==> config.mk <==
export PLATFORM = sky130hd
export DESIGN_NAME = mmio_bridge_flat
export DESIGN_NICKNAME = d
export VERILOG_FILES = /design/src/rtl/mmio_bridge_if.sv /design/src/rtl/mmio_bridge.sv /design/src/flat_wrapper.sv
export SDC_FILE = /design/constraint.sdc
export NUM_CORES = 1
export LEC_CHECK = 0
export CORE_MARGIN = 3
export CORE_UTILIZATION = 52
export DETAILED_ROUTE_END_ITERATION = 6
export DONT_BUFFER_PORTS = 1
export HOLD_SLACK_MARGIN = 0.05
export PLACE_DENSITY = 0.7
export RECOVER_POWER = 25
export SYNTH_ARGS = -nofsm -noshare
export SYNTH_HDL_FRONTEND = slang
export SYNTH_SLANG_ARGS = --single-unit
==> constraint.sdc <==
create_clock -name clk -period 1.95 [get_ports clk]
set_input_delay 0.2925 -clock clk [delete_from_list [all_inputs] [get_ports clk]]
set_output_delay 0.2925 -clock clk [all_outputs]
set_load 0.01 [all_outputs]
==> src/rtl/mmio_bridge_if.sv <==
// mmio_bridge_if
// CPU data port plus the BRAM port-A signals that the bridge sits between.
//
// Signal summary:
//   cpu_addr   CPU address
//   cpu_we     CPU write strobe
//   cpu_re     CPU read strobe
//   cpu_wdata  CPU write data
//   cpu_rdata  read data returned to the CPU
//   mem_q      BRAM port A read data
//   mem_we     BRAM write enable, gated by the bridge
//
// Handshake: there is no valid/ready pair. cpu_we and cpu_re are single-cycle
// strobes that qualify cpu_addr/cpu_wdata in the cycle they are high; the bus
// never stalls. cpu_rdata belongs to the address presented one cycle earlier,
// for both BRAM and I/O reads.
//
// Modports:
//   master  CPU/BRAM side: drives address, strobes, write data and mem_q
//   slave   bridge side: drives cpu_rdata and mem_we
interface mmio_bridge_if #(
  parameter int WIDTH      = 16,
  parameter int ADDR_WIDTH = 10
) ();
  logic [ADDR_WIDTH-1:0] cpu_addr;
  logic                  cpu_we;
  logic                  cpu_re;
  logic [WIDTH-1:0]      cpu_wdata;
  logic [WIDTH-1:0]      cpu_rdata;
  logic [WIDTH-1:0]      mem_q;
  logic                  mem_we;

  modport master (
    output cpu_addr, cpu_we, cpu_re, cpu_wdata, mem_q,
    input  cpu_rdata, mem_we
  );

  modport slave (
    input  cpu_addr, cpu_we, cpu_re, cpu_wdata, mem_q,
    output cpu_rdata, mem_we
  );
endinterface

==> src/rtl/mmio_bridge.sv <==
// mmio_bridge
// Memory-mapped I/O bridge between the CPU data port and BRAM port A.
// The top quarter of the address space (addr[MSB:MSB-1] == 2'b11) is I/O;
// I/O writes never reach the BRAM. Offsets (addr[3:0]) inside the I/O region:
//   0..NUM_OUT-1  OUT[i] output registers, read/write
//   0xC           KBD_DATA: read returns FIFO head (0 if empty), read strobe pops
//   0xD           KBD_STATUS: [15] overflow (sticky, any write clears),
//                 [14] full, [13] empty, [8:0] count
//   others        read 0, writes ignored
// Read data has one cycle of latency on both paths so the CPU sees a single
// uniform read timing that matches the BRAM.
//
// Ports:
//   clk        system clock
//   reset      synchronous, active-high
//   bus        mmio_bridge_if.slave (CPU port + BRAM port A)
//   key_valid  one-cycle scancode strobe
//   key_code   scancode
//   out_regs   output registers, OUT[i] at [i*WIDTH +: WIDTH]
//   kbd_avail  keyboard buffer non-empty
//
// Build option: define MMIO_KBD_FIFO_EN for a FIFO_DEPTH-entry keyboard FIFO;
// without it the keyboard buffer is a single holding register (depth 1) and
// FIFO_DEPTH is ignored. WIDTH must be at least 16 for the status layout.
module mmio_bridge #(
  parameter int WIDTH      = 16,
  parameter int ADDR_WIDTH = 10,
  parameter int NUM_OUT    = 2,
  parameter int FIFO_DEPTH = 8,
  parameter int KEY_WIDTH  = 8
) (
  input  logic                     clk,
  input  logic                     reset,
  mmio_bridge_if.slave             bus,
  input  logic                     key_valid,
  input  logic [KEY_WIDTH-1:0]     key_code,
  output logic [NUM_OUT*WIDTH-1:0] out_regs,
  output logic                     kbd_avail
);

  localparam logic [3:0] OFF_KBD_DATA = 4'hC;
  localparam logic [3:0] OFF_KBD_STAT = 4'hD;

  // ---------------- address decode ----------------
  logic       w_io_hit;
  logic [3:0] w_offset;
  logic       w_kbd_rd;
  logic       w_stat_wr;
  logic       w_unused_addr;

  assign w_io_hit  = (bus.cpu_addr[ADDR_WIDTH-1 -: 2] == 2'b11);
  assign w_offset  = bus.cpu_addr[3:0];
  assign w_kbd_rd  = w_io_hit & bus.cpu_re & (w_offset == OFF_KBD_DATA);
  assign w_stat_wr = w_io_hit & bus.cpu_we & (w_offset == OFF_KBD_STAT);
  // Middle address bits are not decoded: the 16 I/O offsets alias across the region.
  assign w_unused_addr = ^bus.cpu_addr[ADDR_WIDTH-3:4];

  assign bus.mem_we = bus.cpu_we & ~w_io_hit;

  // ---------------- keyboard buffer ----------------
  logic                 w_empty;
  logic                 w_full;
  logic [KEY_WIDTH-1:0] w_head;
  logic [8:0]           w_count;
  logic                 w_pop;
  logic                 w_push;
  logic                 w_ovf_set;

  // A pop on an empty buffer is ignored. A full buffer still accepts a new
  // code when a pop frees a slot in the same cycle; otherwise the code is lost.
  assign w_pop     = w_kbd_rd & ~w_empty;
  assign w_push    = key_valid & (~w_full | w_pop);
  assign w_ovf_set = key_valid & w_full & ~w_pop;

`ifdef MMIO_KBD_FIFO_EN
  localparam int PTR_W = $clog2(FIFO_DEPTH);

  logic [KEY_WIDTH-1:0] r_fifo [FIFO_DEPTH];
  logic [PTR_W-1:0]     r_rd_ptr;
  logic [PTR_W-1:0]     r_wr_ptr;
  logic [8:0]           r_count;

  assign w_empty = (r_count == 9'd0);
  assign w_full  = (r_count == 9'(FIFO_DEPTH));
  assign w_head  = r_fifo[r_rd_ptr];
  assign w_count = r_count;

  // Storage needs no reset: contents are only visible through the count.
  always_ff @(posedge clk) begin
    if (!reset && w_push) begin
      r_fifo[r_wr_ptr] <= key_code;
    end
  end

  always_ff @(posedge clk) begin
    if (reset) begin
      r_rd_ptr <= '0;
      r_wr_ptr <= '0;
      r_count  <= '0;
    end else begin
      if (w_push) r_wr_ptr <= r_wr_ptr + PTR_W'(1);
      if (w_pop)  r_rd_ptr <= r_rd_ptr + PTR_W'(1);
      case ({w_push, w_pop})
        2'b10:   r_count <= r_count + 9'd1;
        2'b01:   r_count <= r_count - 9'd1;
        default: r_count <= r_count;
      endcase
    end
  end
`else
  localparam int UNUSED_FIFO_DEPTH = FIFO_DEPTH;

  logic [KEY_WIDTH-1:0] r_hold;
  logic                 r_hold_vld;

  assign w_empty = ~r_hold_vld;
  assign w_full  = r_hold_vld;
  assign w_head  = r_hold;
  assign w_count = {8'd0, r_hold_vld};

  always_ff @(posedge clk) begin
    if (reset) begin
      r_hold     <= '0;
      r_hold_vld <= 1'b0;
    end else if (w_push) begin
      // Covers push-with-pop on a full holder: the old code leaves, new one lands.
      r_hold     <= key_code;
      r_hold_vld <= 1'b1;
    end else if (w_pop) begin
      r_hold_vld <= 1'b0;
    end
  end
`endif

  assign kbd_avail = ~w_empty;

  // ---------------- registers ----------------
  logic [WIDTH-1:0] r_out [NUM_OUT];
  logic             r_ovf;
  logic             r_io_sel;
  logic [WIDTH-1:0] r_io_rdata;

  for (genvar g = 0; g < NUM_OUT; g++) begin : g_out
    assign out_regs[g*WIDTH +: WIDTH] = r_out[g];
  end

  // ---------------- I/O read mux ----------------
  logic [WIDTH-1:0] w_status;
  logic [WIDTH-1:0] w_rd_val;

  always_comb begin
    w_status      = '0;
    w_status[15]  = r_ovf;
    w_status[14]  = w_full;
    w_status[13]  = w_empty;
    w_status[8:0] = w_count;
  end

  // Head is taken before the pop that happens at the same edge.
  always_comb begin
    w_rd_val = '0;
    for (int i = 0; i < NUM_OUT; i++) begin
      if (w_offset == 4'(i)) w_rd_val = r_out[i];
    end
    if (w_offset == OFF_KBD_DATA && !w_empty) w_rd_val = WIDTH'(w_head);
    if (w_offset == OFF_KBD_STAT)             w_rd_val = w_status;
  end

  always_ff @(posedge clk) begin
    if (reset) begin
      r_io_sel   <= 1'b0;
      r_io_rdata <= '0;
      r_ovf      <= 1'b0;
      for (int i = 0; i < NUM_OUT; i++) r_out[i] <= '0;
    end else begin
      r_io_sel   <= w_io_hit;
      r_io_rdata <= w_rd_val;
      // A new overflow wins over a clear in the same cycle.
      if (w_ovf_set)      r_ovf <= 1'b1;
      else if (w_stat_wr) r_ovf <= 1'b0;
      for (int i = 0; i < NUM_OUT; i++) begin
        if (w_io_hit && bus.cpu_we && w_offset == 4'(i)) r_out[i] <= bus.cpu_wdata;
      end
    end
  end

  assign bus.cpu_rdata = r_io_sel ? r_io_rdata : bus.mem_q;

endmodule

==> src/flat_wrapper.sv <==
// flat-port wrapper written by rule: the top's interface ports become plain ports
module mmio_bridge_flat 
#(
  parameter int WIDTH      = 16,
  parameter int ADDR_WIDTH = 10,
  parameter int NUM_OUT    = 2,
  parameter int FIFO_DEPTH = 8,
  parameter int KEY_WIDTH  = 8
)
  (clk, reset, key_valid, key_code, out_regs, kbd_avail, bus_cpu_addr, bus_cpu_we, bus_cpu_re, bus_cpu_wdata, bus_mem_q, bus_cpu_rdata, bus_mem_we);
  mmio_bridge_if #(.WIDTH(WIDTH), .ADDR_WIDTH(ADDR_WIDTH)) bus_i ();
  input  logic clk;
  input  logic reset;
  input  logic key_valid;
  input  logic [KEY_WIDTH-1:0] key_code;
  output logic [NUM_OUT*WIDTH-1:0] out_regs;
  output logic kbd_avail;
  input wire logic [$bits(bus_i.cpu_addr)-1:0] bus_cpu_addr;
  input wire logic [$bits(bus_i.cpu_we)-1:0] bus_cpu_we;
  input wire logic [$bits(bus_i.cpu_re)-1:0] bus_cpu_re;
  input wire logic [$bits(bus_i.cpu_wdata)-1:0] bus_cpu_wdata;
  input wire logic [$bits(bus_i.mem_q)-1:0] bus_mem_q;
  output wire logic [$bits(bus_i.cpu_rdata)-1:0] bus_cpu_rdata;
  output wire logic [$bits(bus_i.mem_we)-1:0] bus_mem_we;
  assign bus_i.cpu_addr = bus_cpu_addr;
  assign bus_i.cpu_we = bus_cpu_we;
  assign bus_i.cpu_re = bus_cpu_re;
  assign bus_i.cpu_wdata = bus_cpu_wdata;
  assign bus_i.mem_q = bus_mem_q;
  assign bus_cpu_rdata = bus_i.cpu_rdata;
  assign bus_mem_we = bus_i.mem_we;
  mmio_bridge #(.WIDTH(WIDTH), .ADDR_WIDTH(ADDR_WIDTH), .NUM_OUT(NUM_OUT), .FIFO_DEPTH(FIFO_DEPTH), .KEY_WIDTH(KEY_WIDTH)) u_core (.clk(clk), .reset(reset), .bus(bus_i), .key_valid(key_valid), .key_code(key_code), .out_regs(out_regs), .kbd_avail(kbd_avail));
endmodule
==> results of run 1 <==
==> worst max-delay path: stages <==
cell      delay, ns
nor4b_1        0.39
a41o_1         0.22
clkbuf_1       0.65
==> cells by family after synthesis <==
group                  after synthesis  share of synthesized area
muxes                               24                      0.105
and+or+nand+nor                     65                      0.170
buffers and inverters               14                     0.0272
AOI/OAI and AO/OA                   35                     0.0946
DFF                                 59                      0.604
==> synthesized netlist by cell type, drive strengths merged <==
library cell	number
mux2i	8
a41o	2
a22oi	14
mux2	16
buf	6
nand4b	3
nand3	8
nor2	2
a21oi	12
nand2b	17
o22ai	1
a2bb2oi	1
nand3b	1
nand2	6
edfxtp	32
o211ai	1
a31oi	1
nor4	1
nor3	5
dfxtp	27
nor4b	1
and2	18
and4b	2
or4	1
inv	2
o21ai	3
clkbuf	6
==> path summary, 6_finish.rpt <==
kind | slack, ns | startpoint | endpoint
max | 0.33 | bus_cpu_addr[1] | u_core.r_out[0][26]$_DFFE_PP_
min reg2reg | 0.48 | u_core.r_hold[1]$_SDFFE_PP0P_ | u_core.r_io_rdata[1]$_SDFF_PP0_
min | 0.11 | bus_cpu_addr[9] | u_core.r_io_sel$_SDFF_PP0_
max reg2reg | 0.49 | u_core.kbd_avail$_SDFFE_PP0P_ | u_core.r_io_rdata[8]$_SDFF_PP0_
==> power groups by stage <==
stage	combinational [mW]	clock (mW)	sequential, mW
2_1_floorplan	0.131	0	1.44
3_3_place_gp	0.142	0	1.45
3_5_place_dp	0.145	0	1.46
4_1_cts	0.151	1.18	1.43
5_1_grt	0.158	1.24	1.44
6_report	0.144	1.15	1.43
==> sequential cells by signal (all words and copies together) (netlist names) <==
| signal | cells |
|---|---|
| u_core.r_io_sel | 1 |
| u_core.r_ovf | 1 |
| u_core.kbd_avail | 1 |
| u_core.r_hold | 8 |
| u_core.r_io_rdata | 16 |
| u_core.r_out | 32 |
==> per-stage QoR <==
stage	hold slack, ns	utilization	setup WS, ns	instances	cell area, µm²
detailed placement	0.369	0.565	0.326	242	2530
finish	0.106	0.606	0.332	259	2710
global route	0.0940	0.606	0.247	259	2710
floorplan	0.422	-	0.0330	197	2490
CTS	0.0832	0.614	0.358	259	2750
global placement	0.367	0.565	0.385	242	2530
==> routing by layer <==
| layer | routed length, µm | up-vias |
|---|---|---|
| li1 | - | 742 |
| met1 | 2250 | 753 |
| met2 | 2570 | 83 |
| met3 | 612 | 5 |
| met4 | 40 | 0 |
| met5 | 0 | - |
==> layout make-up <==
class / instances / area (µm²) / share of cell area
clock buffers: 10 / 128 / 0.0471
clock inverters: 6 / 80.1 / 0.0295
inverters: 2 / 7.51 / 0.00277
multi-input cells: 124 / 888 / 0.328
flip-flops and latches: 59 / 1500 / 0.554
well taps: 52 / 65.1 / 0.0240
repair buffers: 6 / 40.0 / 0.0148
==> repair_timing <==
action                                  CTS  global route
hold endpoints to repair                  7             0
hold buffers                              1             0
endpoints found under the setup margin    0             0
==> impl_metrics.toml, run 1 <==
[finish]
final_nets = 257
final_common_cell = "edfxtp_1"
drive_above_1_share = 0.164
syn_to_final_growth_pct = 8.95
nFillCells = 355
layout_common_cells = "edfxtp_1 (32), dfxtp_1 (27), and2_1 (17), nand2b_1 (17), mux2_2 (16)"
antenna_cells = 0

[timing]
fin_crit_sh = 0.830
hold_violations = 0
worst_slew_pin_slew_ns = 0.874
drv_slew = 0
fin_tns_setup_ns = 0
clock.fmax_ghz = 0.618
fin_crit_ns = 1.62
setup_viol = 0
rsz0062_at_grt = "false"
fin_worst_skew_ns = 0.00503
slew_headroom = 0.417

[pwr]
netSwitchingFraction = 0.216
p_comb_frac = 0.053
p_leak_nw = 0.929
pwr-share-seq = 0.524
power_density_mw_per_mm2 = 1010
power_frac_clock = 0.423
intPower_mw = 2.14
irDropWorstVdd_uv = 509
power.total_mw = 2.73
switchingPower_mw = 0.588

[setup_path]
critPathRequiredTime_ns = 1.90
r2r_cells = 3
cp-end-kind = "flip-flop"
path_class = "in -> reg"
path_max_fanout = 16
worstPathArrival_ns = 1.57
startpoint_type = "primary input"

[yosys]
synth.cell_area_mm2 = 0.00249
ys_ff_latch = 59
synth.net_count = 252
synthTopCellsByArea = "edfxtp_1 (39%), dfxtp_1 (22%), mux2_2 (7.2%)"
synth_top_area_cell = "edfxtp_1"
synth.avg_cell_area_um2 = 12.6
syn_inst = 197
ys_seq_area_frac = 0.604
yosys_warnings = 0
synthDominantCellAreaShare = 0.386
synth.distinct_cells = 31

[cts]
numCtsBuffers = 9
clk_latency_ns = 0.32
clk_pin_slew_ns = 0.06
ctsResizeCount = 0
cts_root_buf = "clkbuf_8"
tritoncts = "built"
cts_max_path_buffers = 2
cts_setup_buffers = 0
cts_sinks = 59
htreeDepth = 3

[outcome]
outcome = "finished clean"

[placed_design]
portBuffers = 0
hpwl_um = 3890
place.gp.congestion = 0.872

[global_route]
grt.busiest_layer = "met2"
grt_use_met1 = 0.229
met2_usage = 0.300
met3_usage = 0.113
grt_overflow = 0
grt_pass1_vias = 1542
grt_usage = 0.196
grt_max_degree = 22
grt_pass1_wl_um = 7760
antenna_found_initial = 0

[min_path]
holdPathStages = 2
hp-class = "in -> reg"

[floorplan]
fp.dieArea_mm2 = 0.00565
core-area_mm2 = 0.00447
core.rowCount = 24
die_h_um = 75.2
start_util = 0.556
io_pins = 105
die_x_um = 75.2

[route]
drc_errors = 0
post_drt_wl_per_cell_um = 21.1
drt_iter0_drc = 90
num_vias = 1583
drt_pass1_iterations = 5
routed_via_density = 6.11
ant_nets = 0
routed_wl_um = 5470

[run]
cap_viol_max_count = 0
No activity file was read; power rests on OpenSTA's default activity.
==> run 2: changes to the inputs <==
--- a/config.mk
+++ b/config.mk
@@ -10,7 +10,7 @@
 export DETAILED_ROUTE_END_ITERATION = 6
 export DONT_BUFFER_PORTS = 1
 export HOLD_SLACK_MARGIN = 0.05
-export PLACE_DENSITY = 0.7
+export PLACE_DENSITY = 0.67
 export RECOVER_POWER = 25
 export SYNTH_ARGS = -nofsm -noshare
 export SYNTH_HDL_FRONTEND = slang
==> constraint.sdc (replaced) <==
create_clock -name clk -period 1.6 [get_ports clk]
set_input_delay 0.24 -clock clk [delete_from_list [all_inputs] [get_ports clk]]
set_output_delay 0.24 -clock clk [all_outputs]
set_load 0.01 [all_outputs]
==> run 2 against run 1 <==
Die area stayed put. Critical path depth is 1 lower. Global-route usage is 0.16 points lower. Critical endpoint is now bus_cpu_rdata[12]. Cell count is 0.77% higher. Non-clock buffer count is 2 higher. Power is 29% higher. Flip-flop and latch count stayed put. First-iteration DRC count is 20% lower. Combinational power is 28% higher. Setup slack worse by 0.24 ns. Via count is 1.3% lower. Register-to-register slack worse by 0.15 ns.
==> impl_metrics.toml, run 2 (synthesized netlist as in run 1, its figures left out) <==
[outcome]
outcome = "finished clean"

[timing]
fin_tns_setup_ns = 0
worst_slew_pin_slew_ns = 0.711
fin_crit_ns = 1.51
setup_viol = 0
slew_headroom = 0.526
hold_violations = 0
hold-worst-slack_ns = 0.0598
drv_slew = 0
rsz0062_at_grt = "false"
fin_crit_sh = 0.944
fin_worst_skew_ns = 0.00818
clock.fmax_ghz = 0.662

[min_path]
holdPathEnd = "u_core.r_io_sel$_SDFF_PP0_"
holdPathStages = 2
hp-class = "in -> reg"
hold_start = "bus_cpu_addr[8]"

[placed_design]
place.gp.congestion = 0.868
dpl_cell_area_mm2 = 0.00255
hpwl_um = 3850
portBuffers = 0

[setup_path]
cp-startpoint = "u_core.r_io_sel$_SDFF_PP0_"
r2r_cells = 4
worstPathArrival_ns = 1.27
path_buf_inv = 1
path_max_fanout = 16
slowest_delay_ns = 0.40
cp_cell_sequence = "buf_4, mux2_2"
cp-end-kind = "output port"
critPathRequiredTime_ns = 1.36
path_class = "reg -> out"
r2r_slack_ns = 0.34
cp_slowest_cell = "mux2_2"
critPathTopFamily = "multiplexers"
startpoint_type = "flip-flop"
r2r-start = "u_core.kbd_avail$_SDFFE_PP0P_"
worstReg2RegEnd = "u_core.r_hold[6]$_SDFFE_PP0P_"

[cts]
cts_sinks = 59
cts_setup_buffers = 0
numCtsBuffers = 9
htreeDepth = 3
clk_pin_slew_ns = 0.07
clk_latency_ns = 0.33
cts_root_buf = "clkbuf_8"
ctsResizeCount = 0
tritoncts = "built"
cts_max_path_buffers = 2
holdBufCountCts = 2

[floorplan]
start_util = 0.556
core-area_mm2 = 0.00447
die_h_um = 75.2
fp.dieArea_mm2 = 0.00565
io_pins = 105
core.rowCount = 24
die_x_um = 75.2

[pwr]
power_density_mw_per_mm2 = 1270
power.total_mw = 3.51
p_leak_nw = 0.951
irDropWorstVdd_uv = 923

[finish]
final_area_mm2 = 0.00275
reg_top3 = "u_core.r_out x32, u_core.r_io_rdata x16, u_core.r_hold x8"
nFillCells = 357
drive_above_1_share = 0.167
antenna_cells = 0
top_register = "u_core.r_out"
multi_input_area_um2 = 888
largest_register_ffs = 32
register_area_mm2 = 0.00150
final_common_cell = "edfxtp_1"
syn_to_final_growth_pct = 10.7
layout_common_cells = "edfxtp_1 (32), dfxtp_1 (27), and2_1 (17), nand2b_1 (17), mux2_2 (16)"
final_nets = 259

[global_route]
grt_usage = 0.194
grt_overflow = 0
grt_pass1_wl_um = 7800
antenna_found_initial = 0
grt_pass1_vias = 1553
grt_max_degree = 22

[route]
ant_nets = 0
routed_via_density = 5.99
drc_errors = 0
post_drt_wl_per_cell_um = 20.9
drt_iter0_drc = 72
drt_pass1_iterations = 4
num_vias = 1563
routed_wl_um = 5450

[run]
cap_viol_max_count = 0
==> run 2: stage by stage <==
step	utilization	cells	setup slack [ns]
final	0.615	261	0.0898
after global routing	0.615	261	0.0479
after CTS	0.627	261	0.0747
after detailed placement	0.570	243	0.220
after global placement	0.570	243	0.265
after floorplan	-	197	0.0000571
==> run 2: per-layer routing <==
metal  wire [µm]  up-vias  GRT usage
li1            -      741          -
met1        2230      742      0.225
met2        2590       74      0.307
met3         569        6     0.0948
met4          52        0     0.0854
met5           0        -          0
==> run 2: cell type report <==
cell class,instances,area share
Clock inverter,5,0.0373
Sequential cell,59,0.545
Multi-Input combinational cell,124,0.323
Clock buffer,11,0.0477
Inverter,2,0.00273
Timing Repair Buffer,8,0.0209
Tap cell,52,0.0236
==> run 2: worst max path at each step <==
stage / end / slack (ns) / cells after the start
finish: bus_cpu_rdata[12] / 0.09 / 2
global route: bus_cpu_rdata[8] / 0.05 / 2
CTS: bus_cpu_rdata[12] / 0.07 / 2
detailed placement: u_core.r_out[0][31]$_DFFE_PP_ / 0.22 / 4
global placement: u_core.r_out[0][28]$_DFFE_PP_ / 0.26 / 2
floorplan: u_core.r_out[0][0]$_DFFE_PP_ / 0.00006 / 4
==> run 2: worst reg2reg max path, delay by kind of cell (launching register included) <==
kind	cells	cell delay, ns
buffers and inverters	2	0.54
DFF	1	0.33
AOI/OAI and AO/OA	1	0.14
muxes	1	0.14
==> run 2: power by group <==
group	switching, mW	internal [mW]	total, mW
clock	0.552	1.03	1.58
combinational	0.106	0.0793	0.185
sequential	0.0678	1.67	1.74
total	0.726	2.78	3.51
==> run 3: changes to the inputs <==
--- a/config.mk
+++ b/config.mk
@@ -5,8 +5,8 @@
 export SDC_FILE = /design/constraint.sdc
 export NUM_CORES = 1
 export LEC_CHECK = 0
-export CORE_MARGIN = 3
 export CORE_UTILIZATION = 52
+export CTS_CLUSTER_DIAMETER = 40
 export DETAILED_ROUTE_END_ITERATION = 6
 export DONT_BUFFER_PORTS = 1
 export HOLD_SLACK_MARGIN = 0.05
==> constraint.sdc (replaced) <==
create_clock -name clk -period 1.6 [get_ports clk]
set_input_delay 0.24 -clock clk [delete_from_list [all_inputs] [get_ports clk]]
set_output_delay 0.24 -clock clk [all_outputs]
set_load 0.05 [all_outputs]
==> run 3 against run 2 <==
The run now ends with design-rule violations, negative setup slack left. Sequential power about the same. Hold slack better by 0.0017 ns. Flip-flop and latch count stayed put. Core utilization grew 4.6 points. Global-route usage is 3.6 points higher. Fmax shrank 5.9%. Die area decreased by 10%. First-iteration DRC count is 88% higher. Largest power group unchanged. Clock power fell by 4%. Critical path type unchanged.
==> impl_metrics.toml, run 3 (synthesized netlist as in run 1, its figures left out) <==
[finish]
register_area_mm2 = 0.00150
final_common_cell = "edfxtp_1"
layoutNonFillerInstCount = 287
multi_input_area_um2 = 905
antenna_cells = 0
layout_common_cells = "edfxtp_1 (32), buf_4 (27), dfxtp_1 (27)"
top_register = "u_core.r_out"
reg_top3 = "u_core.r_out x32, u_core.r_io_rdata x16, u_core.r_hold x8"
largest_register_ffs = 32
nFillCells = 331
drive_above_1_share = 0.268
fin_util = 0.661
final_nets = 285
syn_to_final_growth_pct = 18.9

[route]
drt_pass1_iterations = 6
routed_wl_um = 5520
drt_iter0_drc = 135
post_drt_wl_per_cell_um = 19.2
routed_via_density = 5.81
num_vias = 1668
ant_nets = 0
drc_errors = 7

[global_route]
antenna_found_initial = 0
grt_pass1_wl_um = 8570
grt_overflow = 0
grt_pass1_vias = 1647
grt_usage = 0.230
grt_max_degree = 22

[cts]
cts_sinks = 59
tritoncts = "built"
clk_pin_slew_ns = 0.07
cts_root_buf = "clkbuf_8"
ctsResizeCount = 0
clk_latency_ns = 0.33
cts_max_path_buffers = 2
numCtsBuffers = 9
htreeDepth = 3

[timing]
hold-worst-slack_ns = 0.0615
fin_crit_sh = 1.00
setup_viol = 16
slew_headroom = 0.464
worst_slew_pin_slew_ns = 0.804
fin_ws_ns = -0.00528
clock.fmax_ghz = 0.623
hold_violations = 0
drv_slew = 0
rsz0062_at_grt = "true"
fin_tns_setup_ns = -0.0546
fin_crit_ns = 1.61
fin_worst_skew_ns = 0.00777

[setup_path]
worstPathArrival_ns = 1.37
path_class = "reg -> out"
path_max_fanout = 16
startpoint_type = "flip-flop"
critPathRequiredTime_ns = 1.36
cp-end-kind = "output port"

[outcome]
violations = "design-rule violations, negative setup slack"
outcome = "complete, but fails checks"

[floorplan]
die_h_um = 71.2
fp.dieArea_mm2 = 0.00506
core.rowCount = 24
start_util = 0.556
die_x_um = 71.2
io_pins = 105
core-area_mm2 = 0.00447

[placed_design]
placed_cells = 267
place.gp.congestion = 0.857
hpwl_um = 3790
portBuffers = 0

[pwr]
power_density_mw_per_mm2 = 1260
irDropWorstVdd_uv = 928
power.total_mw = 3.73
p_leak_nw = 1.06

[min_path]
hp-class = "in -> reg"

[run]
cap_viol_max_count = 0
[run 3: area by class of cell]
| cell class | count | area share |
|---|---|---|
| Clock buffer | 9 | 0.0419 |
| Clock inverter | 7 | 0.0343 |
| Inverter | 2 | 0.00254 |
| Multi-Input combinational cell | 124 | 0.306 |
| Sequential cell | 59 | 0.508 |
| Tap cell | 52 | 0.0220 |
| Timing Repair Buffer | 34 | 0.0859 |
[run 3: final timing paths]
check | start | to | slack (ns) | cells after the start
max | u_core.r_io_sel$_SDFF_PP0_ | bus_cpu_rdata[9] | -0.005 | 2
min | key_code[0] | u_core.r_hold[0]$_SDFFE_PP0P_ | 0.06 | 2
max reg2reg | u_core.kbd_avail$_SDFFE_PP0P_ | u_core.kbd_avail$_SDFFE_PP0P_ | 0.10 | 3
min reg2reg | u_core.r_hold[1]$_SDFFE_PP0P_ | u_core.r_io_rdata[1]$_SDFF_PP0_ | 0.48 | 2
[run 3: layer usage]
layer	wire, µm	GRT usage
met1	2290	0.282
met3	488	0.0855
met5	0	0
met2	2660	0.372
met4	80	0.0889
[run 3: repair_timing]
action,4_1_cts,5_1_grt
hold buffers,4,0
endpoints found under the setup margin,16,16
setup buffers,0,0
endpoints found under the hold margin,8,0
[run 3: worst max-delay path, cell delays in order (launching register included)]
cell and delay [ns]:
dfxtp_1 0.31, buf_4 0.23, mux2_2 0.49
[run 3: metrics by stage]
step | area (µm²) | setup slack (ns)
finish | 2960 | -0.00528
global route | 2960 | -0.0641
CTS | 3000 | -0.0251
detailed placement | 2730 | 0.233
global placement | 2730 | 0.262
floorplan | 2510 | 0.0000571
[run 3: power by group]
part / leakage [nW] / total, mW / switching, mW / internal, mW
Combinational: 0.434 / 0.463 / 0.336 / 0.127
Sequential: 0.525 / 1.75 / 0.0822 / 1.67
Clock: 0.106 / 1.51 / 0.628 / 0.886
